**src/rtl/serial_frame_tx_if.sv**
```systemverilog
// Parallel load channel for serial_frame_tx: a byte plus a valid/ready handshake.
// The master offers in_data/in_valid; the slave (transmitter) answers with in_ready.
interface serial_frame_tx_if #(
  parameter int DATA_W = 8
) ();
  logic [DATA_W-1:0] in_data;
  logic              in_valid;
  logic              in_ready;

  modport master (
    output in_data,
    output in_valid,
    input  in_ready
  );

  modport slave (
    input  in_data,
    input  in_valid,
    output in_ready
  );
endinterface

```
**src/rtl/serial_frame_tx.sv**
```systemverilog
// UART-style frame serialiser paced by an external, asynchronous bit clock.
// Each rising edge of the synchronised bit clock is one bit tick; every line
// level is held for exactly one tick-to-tick interval. Frame layout on tx_out:
// start (0), DATA_W data bits LSB first, optional parity, STOP_BITS stop bits (1).
module serial_frame_tx #(
  parameter int DATA_W     = 8,
  parameter int PARITY_EN  = 1,
  parameter int PARITY_ODD = 0,
  parameter int STOP_BITS  = 1
) (
  input  logic              clk,
  input  logic              rst,
  input  logic              bit_clk_in,
  serial_frame_tx_if.slave  bus,
  output logic              tx_out,
  output logic              tx_busy,
  output logic              frame_done
);

  localparam int IDX_W = $clog2(DATA_W + 1);
  localparam logic [IDX_W-1:0] IDX_LAST = IDX_W'(DATA_W - 1);

  typedef enum logic [2:0] {
    S_IDLE   = 3'd0,
    S_ARMED  = 3'd1,
    S_START  = 3'd2,
    S_DATA   = 3'd3,
    S_PARITY = 3'd4,
    S_STOP   = 3'd5
  } state_e;

  // Parity of a data word; odd parity is the inverted even parity.
  function automatic logic parity_of(input logic [DATA_W-1:0] d);
    return (^d) ^ (PARITY_ODD != 0);
  endfunction

  state_e              state_q, state_d;
  logic [DATA_W-1:0]   shift_q, shift_d;
  logic [IDX_W-1:0]    idx_q, idx_d;
  logic                par_q, par_d;
  logic                stop_cnt_q, stop_cnt_d;
  logic                tx_q, tx_d;
  logic                busy_q, busy_d;
  logic                ready_q, ready_d;
  logic                done_q, done_d;
  logic                sync1_q, sync1_d;
  logic                sync2_q, sync2_d;
  logic                prev_q, prev_d;
  logic                tick_s;
  logic                accept_s;
  logic                stop_last_s;

  assign tick_s       = sync2_q & ~prev_q;
  assign accept_s     = bus.in_valid & ready_q;
  assign stop_last_s  = (STOP_BITS == 1) || stop_cnt_q;

  assign bus.in_ready = ready_q;
  assign tx_out       = tx_q;
  assign tx_busy      = busy_q;
  assign frame_done   = done_q;

  // Next-state and next-output logic; everything past IDLE advances only on a tick.
  always_comb begin
    sync1_d    = bit_clk_in;
    sync2_d    = sync1_q;
    prev_d     = sync2_q;
    state_d    = state_q;
    shift_d    = shift_q;
    idx_d      = idx_q;
    par_d      = par_q;
    stop_cnt_d = stop_cnt_q;
    tx_d       = tx_q;
    busy_d     = busy_q;
    done_d     = 1'b0;

    case (state_q)
      S_IDLE: begin
        tx_d = 1'b1;
        if (accept_s) begin
          shift_d = bus.in_data;
          par_d   = parity_of(bus.in_data);
          busy_d  = 1'b1;
          state_d = S_ARMED;
        end else begin
          state_d = S_IDLE;
        end
      end
      S_ARMED: begin
        // Waiting here aligns the start bit to a tick boundary.
        if (tick_s) begin
          tx_d    = 1'b0;
          state_d = S_START;
        end else begin
          tx_d    = 1'b1;
        end
      end
      S_START: begin
        if (tick_s) begin
          tx_d    = shift_q[0];
          idx_d   = '0;
          state_d = S_DATA;
        end else begin
          state_d = S_START;
        end
      end
      S_DATA: begin
        if (tick_s) begin
          if (idx_q == IDX_LAST) begin
            stop_cnt_d = 1'b0;
            if (PARITY_EN != 0) begin
              tx_d    = par_q;
              state_d = S_PARITY;
            end else begin
              tx_d    = 1'b1;
              state_d = S_STOP;
            end
          end else begin
            shift_d = {1'b0, shift_q[DATA_W-1:1]};
            tx_d    = shift_q[1];
            idx_d   = idx_q + IDX_W'(1);
          end
        end else begin
          state_d = S_DATA;
        end
      end
      S_PARITY: begin
        if (tick_s) begin
          tx_d       = 1'b1;
          stop_cnt_d = 1'b0;
          state_d    = S_STOP;
        end else begin
          state_d    = S_PARITY;
        end
      end
      S_STOP: begin
        tx_d = 1'b1;
        if (tick_s) begin
          if (stop_last_s) begin
            done_d  = 1'b1;
            busy_d  = 1'b0;
            state_d = S_IDLE;
          end else begin
            stop_cnt_d = 1'b1;
          end
        end else begin
          state_d = S_STOP;
        end
      end
      default: begin
        tx_d    = 1'b1;
        busy_d  = 1'b0;
        state_d = S_IDLE;
      end
    endcase

    // Ready is a registered copy of "will be in IDLE", so it rises with frame_done.
    ready_d = (state_d == S_IDLE);
  end

  // Synchroniser, FSM and datapath registers with immediate reset to the idle line.
  always_ff @(posedge clk or posedge rst) begin
    if (rst) begin
      state_q    <= S_IDLE;
      shift_q    <= '0;
      idx_q      <= '0;
      par_q      <= 1'b0;
      stop_cnt_q <= 1'b0;
      tx_q       <= 1'b1;
      busy_q     <= 1'b0;
      ready_q    <= 1'b0;
      done_q     <= 1'b0;
      sync1_q    <= 1'b0;
      sync2_q    <= 1'b0;
      prev_q     <= 1'b0;
    end else begin
      state_q    <= state_d;
      shift_q    <= shift_d;
      idx_q      <= idx_d;
      par_q      <= par_d;
      stop_cnt_q <= stop_cnt_d;
      tx_q       <= tx_d;
      busy_q     <= busy_d;
      ready_q    <= ready_d;
      done_q     <= done_d;
      sync1_q    <= sync1_d;
      sync2_q    <= sync2_d;
      prev_q     <= prev_d;
    end
  end

endmodule

```
**src/flat_wrapper.sv**
```systemverilog
// flat-port wrapper written by rule: the top's interface ports become plain ports
module serial_frame_tx_flat 
#(
  parameter int DATA_W     = 8,
  parameter int PARITY_EN  = 1,
  parameter int PARITY_ODD = 0,
  parameter int STOP_BITS  = 1
)
  (clk, rst, bit_clk_in, tx_out, tx_busy, frame_done, bus_in_data, bus_in_valid, bus_in_ready);
  serial_frame_tx_if #(.DATA_W(DATA_W)) bus_i ();
  input  logic clk;
  input  logic rst;
  input  logic bit_clk_in;
  output logic tx_out;
  output logic tx_busy;
  output logic frame_done;
  input wire logic [$bits(bus_i.in_data)-1:0] bus_in_data;
  input wire logic [$bits(bus_i.in_valid)-1:0] bus_in_valid;
  output wire logic [$bits(bus_i.in_ready)-1:0] bus_in_ready;
  assign bus_i.in_data = bus_in_data;
  assign bus_i.in_valid = bus_in_valid;
  assign bus_in_ready = bus_i.in_ready;
  serial_frame_tx #(.DATA_W(DATA_W), .PARITY_EN(PARITY_EN), .PARITY_ODD(PARITY_ODD), .STOP_BITS(STOP_BITS)) u_core (.clk(clk), .rst(rst), .bit_clk_in(bit_clk_in), .bus(bus_i), .tx_out(tx_out), .tx_busy(tx_busy), .frame_done(frame_done));
endmodule
```
**config.mk**
```make
export PLATFORM = sky130hd
export DESIGN_NAME = serial_frame_tx_flat
export DESIGN_NICKNAME = d
export VERILOG_FILES = /design/src/rtl/serial_frame_tx_if.sv /design/src/rtl/serial_frame_tx.sv /design/src/flat_wrapper.sv
export SDC_FILE = /design/constraint.sdc
export NUM_CORES = 1
export LEC_CHECK = 0
export ABC_AREA = 1
export CAP_MARGIN = 15
export CORE_UTILIZATION = 54
export DETAILED_ROUTE_END_ITERATION = 12
export GPL_ROUTABILITY_DRIVEN = 0
export PLACE_DENSITY_LB_ADDON = 0.15
export SYNTH_ARGS = -nofsm -noshare
export SYNTH_HDL_FRONTEND = slang
export SYNTH_SLANG_ARGS = --single-unit
```
**constraint.sdc**
```tcl
create_clock -name clk -period 1.7 [get_ports clk]
set_clock_uncertainty 0.05 [all_clocks]
set_input_delay 0.255 -clock clk [delete_from_list [all_inputs] [get_ports clk]]
set_output_delay 0.255 -clock clk [all_outputs]
set_load 0.02 [all_outputs]
```
After elaboration in Yosys (flattened, before gate mapping). Index checks and enable logic that the tools add are counted.

$add $sub $neg: 1. Multiply operators: 0. Divide/modulo/power cells: 0. $lt $le $gt $ge: 0. Eq/ne operators: 12. Shift-type cells: 0. Mux-type cells: 27. Bitwise logic cells: 4. Reduce and logical (&&, ||, !) cells: 11.

Operators by type and width (count): 8-bit two-way mux (3); 3-bit one-hot mux with 6 select lines (1); 8-bit one-hot mux with 2 select lines (1); 1-bit two-way mux (12); 3-bit two-way mux (4); 4-bit two-way mux (3); 2-bit by 1-bit != test with 1-bit output (second input constant) (5); 4-bit one-hot mux with 2 select lines (1); 4-bit AND reduction (2); 8-bit XOR reduction (1); 3-bit by 2-bit equality test with 1-bit output (second input constant) (2); 3-bit equality test (second input constant) (2); 3-bit zero test (2); 3-bit AND reduction (2); 4-bit by 1-bit adder with 4-bit output (second input constant) (1); 4-bit by 3-bit equality test with 1-bit output (second input constant) (1); 1-bit one-hot mux with 4 select lines (1); 2-bit nonzero test (2); 4-bit OR reduction (1); 3-bit by 1-bit equality test with 1-bit output (second input constant) (1); 1-bit one-hot mux with 3 select lines (1); 1-bit bitwise AND (2); 2-bit != test (second input constant) (1); 1-bit inverter (2); 2-bit AND reduction (1).

Register bits after elaboration: 23. Bits in latches: 0. Bits in writable memories: 0. ROM bits: 0. Output and inout bits: 4. Memories kept: 0.

Longest topological paths before layout. Gate-level depths: netlist of run 1.

Word-level depth: 5. Gate-level depth with buffers: 9. Gate-level depth less buffers: 9.

Least setup slack after synthesis of run 1. Ideal clock, no wire load.

Path type: reg2reg. From: register u_core.idx_q[0]. To: register u_core.ready_q (netlist: u_core.bus.in_ready). Setup time: 0.072 ns. Arrival: 1.216 ns. Required time: 1.578 ns. Slack: 0.362 ns. Stages on the path, launching flop included: 8. Clock period less this slack: 1.338 ns. Cells stage by stage: dfrtp_1 ha_1 nand3_1 o21ai_0 inv_1 nor2_1 nand2_1 nor2_1.

Word-level cells in the longest chain between the ends: 5.

RTL lines: from (decl) (RTL line serial_frame_tx.sv:39) `logic [IDX_W-1:0] idx_q, idx_d;`; from (signal assigned) (RTL line serial_frame_tx.sv:178) `idx_q <= idx_d;`; 4-bit by 3-bit equality test with 1-bit output (RTL line serial_frame_tx.sv:108) `if (idx_q == IDX_LAST) begin`; 3-bit two-way mux (RTL line serial_frame_tx.sv:108); 3-bit two-way mux (RTL line serial_frame_tx.sv:107) `if (tick_s) begin`; 3-bit one-hot mux with 6 select lines (RTL line serial_frame_tx.sv:76) `case (state_q)`; 3-bit zero test (RTL line serial_frame_tx.sv:157) `ready_d = (state_d == S_IDLE);`; net u_core.ready_d (RTL line serial_frame_tx.sv:44) `logic ready_q, ready_d;`; to (signal assigned) (RTL line serial_frame_tx.sv:183) `ready_q <= ready_d;`; to (decl) (RTL line serial_frame_tx.sv:44).

The timed path passes the listed nets, and every way through them passes these cells. A chain may end at the register's enable or synchronous reset.

Worst setup path after layout of run 1.
From: register u_core.ready_q (netlist: u_core.bus.in_ready). To: output bus_in_ready.

RTL lines: to (decl) (RTL line flat_wrapper.sv:19) `output wire logic [$bits(bus_i.in_ready)-1:0] bus_in_ready;`.

No word-level cell between the ends.

==> results of run 1 <==
metrics by stage:
stage,power [mW],area [um2],utilization,hold slack [ps],worst slack [ps]
floorplan,1.51,1330,-,206,362
CTS,1.96,1530,0.678,224,72.4
finish,1.97,1540,0.685,219,88.4
global route,2.15,1540,0.685,220,8.62
detailed placement,1.72,1500,0.666,295,139
global placement,1.68,1500,0.666,287,188
worst paths after layout:
kind	start	end	slack, ps	cells after the start
worst max-delay path	u_core.bus.in_ready	bus_in_ready	90	1
worst min-delay path	rst	u_core.sync1_q	220	3
worst max register to register	u_core.idx_q[1]	u_core.bus.in_ready	140	7
worst min register to register	u_core.sync1_q	u_core.prev_d	330	0
max in group asynchronous	rst	u_core.tx_out	1100	3
min in group clk	bit_clk_in	u_core.sync1_q	320	1
cell usage after synthesis, types with 2 or more instances:
master,count,share of area
nand2_1,62,0.18
inv_1,29,0.082
dfrtp_1,22,0.42
nor2_1,14,0.040
nand3_1,12,0.045
o21ai_0,8,0.030
o21ai_1,5,0.019
a21oi_1,4,0.015
nand2_2,3,0.014
o21ai_2,3,0.020
inv_2,2,0.0057
nand4_1,2,0.0094
nor2_4,2,0.017
xnor2_1,2,0.013
area by class of cell:
cell class	instances	area share
clock buffers	3	0.0146
well taps	28	0.0227
multi-input cells	125	0.395
clock inverters	1	0.00324
repair buffers	19	0.116
inverters	31	0.0754
flip-flops and latches	23	0.374
timing repair:
action	in CTS	in global routing
setup endpoints to repair	1	1
gates resized for setup	1	0
pin swaps	0	1
buffers inserted	0	2
layout by cell type (no fill, tap or decap):
cell	synthesis	layout
nand2_2	3	3
inv_2	2	2
nor2_2	1	1
o21ai_1	5	5
nand3_4	1	1
xnor2_1	2	2
nand2_1	62	62
or2_2	1	1
o21ai_0	8	8
o21ai_2	3	3
clkdlybuf4s50_1	0	14
nor2_4	2	2
buf_4	1	4
ha_1	1	1
dfstp_2	1	1
nand4_2	1	1
nand4_1	2	2
clkbuf_4	0	3
dfrtp_1	22	22
nor2_1	14	14
a31oi_1	1	1
xor2_1	1	1
inv_1	29	29
clkinv_2	0	1
a21oi_1	4	4
nand2_4	1	1
dlygate4sd2_1	0	1
nand3_1	12	12
state kept, by name (all words and copies together) (netlist names):
signal               cells
u_core.idx_q             4
u_core.prev_q            1
u_core.sync1_q           1
u_core.frame_done        1
u_core.shift_q           8
u_core.prev_d            1
u_core.tx_out            1
u_core.par_q             1
u_core.bus.in_ready      1
u_core.state_q           3
u_core.tx_busy           1
kinds of logic after synthesis:
group,after synthesis
compound gates,21
buf+inv,33
simple gates,100
fa+ha+maj,1
flops,23
xor+xnor,3
layer usage:
| metal | GRT usage | part of all wire | vias to the layer above |
|---|---|---|---|
| li1 | - | - | 606 |
| met1 | 0.291 | 0.47 | 533 |
| met2 | 0.364 | 0.50 | 17 |
| met3 | 0.0468 | 0.027 | 2 |
| met4 | 0.0766 | 0.0065 | 0 |
| met5 | 0 | 0 | - |
report_power, final:
group          switching [mW]  internal (mW)  total (mW)  leakage [nW]
clock                   0.162         0.0878       0.250        0.0177
sequential              0.128          0.739       0.867         0.284
combinational           0.520          0.338       0.858         0.517
==> results.cfg, run 1 <==
[logic_synthesis]
avgSynthCellArea_um2 = 7.32
ys_ff_latch = 23
synth_xor_area_frac = 0.0198
synthMuxAreaShare = 0
async_flop_share = 1.00
syn_inst = 181
synth-edff-count = 0
synth-seq-area-share = 0.435
synth-simple-area-share = 0.342
synth_warnings = 0
synthFlopType = dfrtp_1
synth-compound-area-share = 0.0888
synth_nets = 194
synth_top_family_by_area = simple AND/OR/NAND/NOR gates
synthAdderAreaFrac = 0.00944
synth_cell_type_count = 25
syn-cell-area_um2 = 1330

[sta]
slew_violations = 0
finalSetupViolations = 0
rsz0062_at_grt = false
slew_headroom = 0.807
fmax_mhz = 620
setup_tns_ps = 0
finalCritPeriodShare = 0.948
hold_viol_final = 0
tightestPinTransition_ps = 289
timing.final.crit_period_ps = 1610

[worst_setup_path]
crit_family = buffers and inverters
path_cells = clkdlybuf4s50_1
cp_slowest_cell = clkdlybuf4s50_1
cp_data_required_time_ps = 1390
cp-end-kind = output port
worst-path-buf-inv = 1
path_max_fanout = 2
slowest_delay_ps = 610
arrival_ps = 1310
worst-setup-path-type = flip-flop to output port
start_kind = flip-flop

[finish]
multi_input_area_um2 = 609
drive_above_1_share = 0.119
nFillCells = 198
syn_to_final_growth_pct = 16.5
regArea_um2 = 577
post_layout_nonfiller_instances = 230
diodes = 0
nNetsFinal = 216

[route]
drt-initial-drc-count = 22
drc = 0
finalWirelength_um = 2460
avgViaCountPerCell = 5.03
wl_per_cell_um = 10.7
via_count = 1158
drt-pass1-iter-count = 4
drtAntennaViolNets = 0

[clock_network]
cts.sinks = 23
cts-buffers-inserted = 3
clk_latency_ps = 310
cts_tree = built
path_clk_slew_ps = 130
htree_levels = 1
cts_root_buf = clkbuf_4
cts_buffer_depth = 2
cts.hold.buffers_added = 0

[power]
ir_drop_uv = 854
leakage_nw = 0.819
power_per_cell_area_nw_per_um2 = 1280

[grt]
antenna_found_initial = 0
grt-ovfl-total = 0
grt_pass1_vias = 1048
grt_max_degree = 24
grt_pass1_wl_um = 4320
gr-usage-all-layers = 0.222

[die]
start_util = 0.588
io-pin-count = 16
die-area_um2 = 2660
num_rows = 17
coreArea_um2 = 2250
die_x_um = 51.5
die_y_um = 51.5

[place]
io_buffers = 15
hpwlAfterDp_um = 1910
dp.cells = 224

[outcome]
status = finished clean

[hold_path]
hold_class = input port to async pin

[job]
max-cap-violations = 0
(Power assumes the default switching activity.)
==> run 2, diff against run 1 <==
--- a/config.mk
+++ b/config.mk
@@ -7,7 +7,9 @@
 export LEC_CHECK = 0
 export ABC_AREA = 1
 export CAP_MARGIN = 15
-export CORE_UTILIZATION = 54
+export CELL_PAD_IN_SITES_DETAIL_PLACEMENT = 1
+export CELL_PAD_IN_SITES_GLOBAL_PLACEMENT = 1
+export CORE_UTILIZATION = 39
 export DETAILED_ROUTE_END_ITERATION = 12
 export GPL_ROUTABILITY_DRIVEN = 0
 export PLACE_DENSITY_LB_ADDON = 0.15
==> constraint.sdc (replaced) <==
create_clock -name clk -period 1.82 [get_ports clk]
set_clock_uncertainty 0.05 [all_clocks]
set_input_delay 0.273 -clock clk [delete_from_list [all_inputs] [get_ports clk]]
set_output_delay 0.273 -clock clk [all_outputs]
set_load 0.02 [all_outputs]
==> run 2 against run 1 <==
  * Routed wire length rose by 24%
  * Global-route usage fell by 2.0 points
  * Register-to-register slack improved by 50 ps
  * Clock power rose by 2%
  * Die area rose by 37%
  * Total power fell by 5.4%
  * Core utilization fell by 19 points
  * Worst setup slack improved by 69 ps
  * Largest cell class unchanged
  * First-iteration DRC count rose by 64%
  * Via count rose by 1.6%
  * Non-clock buffer count fell by 2
  * Critical endpoint unchanged
==> results.cfg, run 2 (synthesis gave the netlist of run 1 again) <==
[outcome]
status = finished clean

[sta]
hold_viol_final = 0
slew_violations = 0
finalSetupViolations = 0
whs_ps = 216
slew_headroom = 0.779
timing.final.crit_period_ps = 1660
finalCritPeriodShare = 0.914
rsz0062_at_grt = false
fmax_mhz = 601
tightestPinTransition_ps = 330
setup_tns_ps = 0

[worst_setup_path]
path_max_fanout = 2
cp_slowest_cell = clkdlybuf4s50_1
arrival_ps = 1340
critical_path_depth = 1
start_kind = flip-flop
cp-end-kind = output port
worst-path-buf-inv = 1
r2r-start = u_core.idx_q[0]
ff2ff_path_depth = 7
regToRegSetupSlack_ps = 190
cp_data_required_time_ps = 1500
worst-setup-path-type = flip-flop to output port
critPathLaunch = u_core.bus.in_ready
reg2reg_to = u_core.bus.in_ready
slowest_delay_ps = 620
path_cells = clkdlybuf4s50_1
crit_family = buffers and inverters

[die]
start_util = 0.424
die_y_um = 60.3
coreArea_um2 = 3130
die_x_um = 60.3
io-pin-count = 16
die-area_um2 = 3630
num_rows = 20

[finish]
nFillCells = 414
largest_register_ffs = 8
multi_input_area_um2 = 609
reg.largest.list = u_core.shift_q: 8 flops, u_core.idx_q: 4 flops, u_core.state_q: 3 flops
regArea_um2 = 577
post_layout_nonfiller_instances = 244
syn_to_final_growth_pct = 17.4
layout_commonest_cell = nand2_1
largest_register = u_core.shift_q
drive_above_1_share = 0.110
diodes = 0
layout_common_cells = 62 x nand2_1, 29 x inv_1, 22 x dfrtp_1, 14 x nor2_1, 14 x clkdlybuf4s50_1
postLayoutCoreUtil = 0.497
nNetsFinal = 214

[route]
finalWirelength_um = 3050
avgViaCountPerCell = 4.82
drt-pass1-iter-count = 4
drtAntennaViolNets = 0
via_count = 1176
wl_per_cell_um = 12.5
drt-initial-drc-count = 36
drc = 0

[place]
dp.cells = 240
hpwlAfterDp_um = 2420
io_buffers = 15

[power]
power_per_cell_area_nw_per_um2 = 1200
ir_drop_uv = 554
finalPower_mw = 1.87
leakage_nw = 0.811

[hold_path]
hold_class = input port to async pin

[grt]
grt_pass1_vias = 1275
grt_pass1_wl_um = 5410
gr-usage-all-layers = 0.202
grt-ovfl-total = 0
antenna_found_initial = 0
grt_max_degree = 24

[clock_network]
cts_root_buf = clkbuf_4
cts_buffer_depth = 2
cts.hold.buffers_added = 0
cts-buffers-inserted = 3
cts.sinks = 23
cts_tree = built
clk_latency_ps = 320
htree_levels = 1
path_clk_slew_ps = 150

[job]
max-cap-violations = 0
run 2: cell count changes in the layout (fill, tap and decap cells not counted), sizes merged:
cell          change
buf               -2
clkinv            -1
clkinvlp          +1
dlygate4sd2       -1
dlymetal6s2s      +1
run 2: worst max path at each step:
stage | to
global route | u_core.bus.in_ready
finish | bus_in_ready
CTS | tx_out
floorplan | u_core.bus.in_ready
detailed placement | u_core.shift_q[7]
global placement | u_core.shift_q[7]
run 2: cell type report:
type,count,share of cell area
clock buffers,3,0.0145
clock inverters,1,0.00483
inverters,31,0.0748
multi-input cells,125,0.392
flip-flops and latches,23,0.371
well taps,44,0.0354
repair buffers,17,0.108
run 2: repair_timing:
action / CTS / global route
setup endpoints to repair: 0 / 1
gates resized for setup: 0 / 1
buffers inserted: 0 / 0
run 2: stage by stage:
step	worst slack, ps	area, um2
after floorplan	482	1330
after CTS	10.7	1550
final	157	1560
after global placement	262	1520
after global routing	82.0	1560
after detailed placement	182	1520
run 2: per-layer routing:
| layer | vias up | routed length (um) | GRT usage | share of wire |
|---|---|---|---|---|
| met4 | 0 | 16 | 0.0399 | 0.0052 |
| met5 | - | 0 | 0 | 0 |
| met3 | 2 | 52 | 0.0260 | 0.017 |
| met2 | 14 | 1640 | 0.388 | 0.54 |
| met1 | 561 | 1340 | 0.234 | 0.44 |
| li1 | 599 | - | - | - |
run 2: report_power, final:
group	switching [mW]	leakage, nW	internal [mW]	total [mW]
clock	0.172	0.0139	0.0840	0.256
combinational	0.501	0.513	0.300	0.801
sequential	0.122	0.284	0.689	0.812
run 2: worst min-delay path, delay by kind of cell:
| kind | cells | cell delay [ps] |
|---|---|---|
| buf+inv | 3 | 730 |
==> run 3, diff against run 2 <==
--- a/config.mk
+++ b/config.mk
@@ -9,6 +9,7 @@
 export CAP_MARGIN = 15
 export CELL_PAD_IN_SITES_DETAIL_PLACEMENT = 1
 export CELL_PAD_IN_SITES_GLOBAL_PLACEMENT = 1
+export CORE_MARGIN = 3
 export CORE_UTILIZATION = 39
 export DETAILED_ROUTE_END_ITERATION = 12
 export GPL_ROUTABILITY_DRIVEN = 0
==> run 3 against run 2 <==
  * First-iteration DRC count down 5.6%
  * Highest routed layer unchanged
  * Critical path depth unchanged
  * Worst hold slack worse by 39 ps
  * Register-to-register slack better by 60 ps
  * Flip-flop and latch count unchanged
  * Largest cell class unchanged
==> results.cfg, run 3 (synthesis gave the netlist of run 1 again) <==
[grt]
grt_pass1_wl_um = 5320
antenna_found_initial = 0
grt_pass1_vias = 1255
grt_max_degree = 15
grt-ovfl-total = 0
gr-usage-all-layers = 0.162

[finish]
nFillCells = 430
largest_register = u_core.shift_q
layout_common_cells = 62 x nand2_1, 29 x inv_1, 22 x dfrtp_1, 14 x nor2_1, 14 x clkdlybuf4s50_1
regArea_um2 = 577
diodes = 0
drive_above_1_share = 0.110
reg.largest.list = u_core.shift_q: 8 flops, u_core.idx_q: 4 flops, u_core.state_q: 3 flops
largest_register_ffs = 8
layout_commonest_cell = nand2_1
syn_to_final_growth_pct = 17.4
multi_input_area_um2 = 609
nNetsFinal = 214

[power]
power_per_cell_area_nw_per_um2 = 1200
ir_drop_uv = 383
leakage_nw = 0.811
finalPower_mw = 1.86

[route]
drt-initial-drc-count = 34
drt-pass1-iter-count = 4
finalWirelength_um = 2930
drtAntennaViolNets = 0
via_count = 1187
avgViaCountPerCell = 4.86
wl_per_cell_um = 12.0
drc = 0

[hold_path]
hold_class = input port to async pin

[worst_setup_path]
cp_data_required_time_ps = 1500
start_kind = flip-flop
worst-path-buf-inv = 1
path_cells = clkdlybuf4s50_1
worst-setup-path-type = flip-flop to output port
arrival_ps = 1300
crit_family = buffers and inverters
slowest_delay_ps = 600
path_max_fanout = 2
cp_slowest_cell = clkdlybuf4s50_1
cp-end-kind = output port

[clock_network]
cts.sinks = 23
cts_root_buf = clkbuf_4
cts_buffer_depth = 2
htree_levels = 1
cts.hold.buffers_added = 0
path_clk_slew_ps = 130
clk_latency_ps = 310
cts-buffers-inserted = 3
cts_tree = built

[sta]
slew_headroom = 0.728
setup_tns_ps = 0
finalCritPeriodShare = 0.893
finalSetupViolations = 0
hold_viol_final = 0
fmax_mhz = 615
rsz0062_at_grt = false
tightestPinTransition_ps = 407
slew_violations = 0
timing.final.crit_period_ps = 1630

[die]
die_y_um = 64.3
die-area_um2 = 4130
start_util = 0.420
io-pin-count = 16
die_x_um = 64.3
coreArea_um2 = 3150
num_rows = 20

[job]
max-cap-violations = 0

[place]
hpwlAfterDp_um = 2400
io_buffers = 15

[outcome]
status = finished clean
-- run 3: cell counts in the layout (fill, tap and decap cells not counted) --
No cell type changed its count.
-- run 3: cell type report --
type | count | area share
Clock buffer | 3 | 0.0145
Tap cell | 44 | 0.0354
Sequential cell | 23 | 0.371
Inverter | 31 | 0.0748
Clock inverter | 1 | 0.00483
Multi-Input combinational cell | 125 | 0.392
Timing Repair Buffer | 17 | 0.108
-- run 3: what timing repair did --
action | 4_1_cts | 5_1_grt
gates resized for setup | 0 | 2
setup endpoints to repair | 0 | 2
buffers inserted | 0 | 0
-- run 3: layer usage --
metal	vias to the layer above	GRT usage	share of wire
met5	-	0	0
met4	0	0.0554	0.0078
met3	2	0.0176	0.024
met2	14	0.331	0.55
met1	573	0.166	0.42
li1	598	-	-
-- run 3: through the flow --
step / util / hold WS (ps) / setup slack (ps) / area (um2) / instances
floorplan: - / 224 / 482 / 1330 / 181
global placement: 0.483 / 283 / 274 / 1520 / 240
detailed placement: 0.483 / 289 / 195 / 1520 / 240
CTS: 0.492 / 186 / 28.4 / 1550 / 244
global route: 0.493 / 195 / 64.2 / 1560 / 244
finish: 0.493 / 177 / 195 / 1560 / 244
-- run 3: path summary, 6_finish.rpt --
path | slack [ps] | endpoint | start | cells after the start
max | 190 | bus_in_ready | u_core.bus.in_ready | 1
min | 180 | u_core.sync1_q | rst | 2
max reg2reg | 250 | u_core.idx_q[3] | u_core.idx_q[0] | 6
min reg2reg | 320 | u_core.prev_d | u_core.sync1_q | 0
min in group clk | 320 | u_core.prev_d | u_core.sync1_q | 0
max in group asynchronous | 1030 | u_core.idx_q[3] | rst | 3
-- run 3: power breakdown --
part	internal, mW	switching [mW]
Sequential	0.690	0.125
Clock	0.0837	0.162
Combinational	0.302	0.501
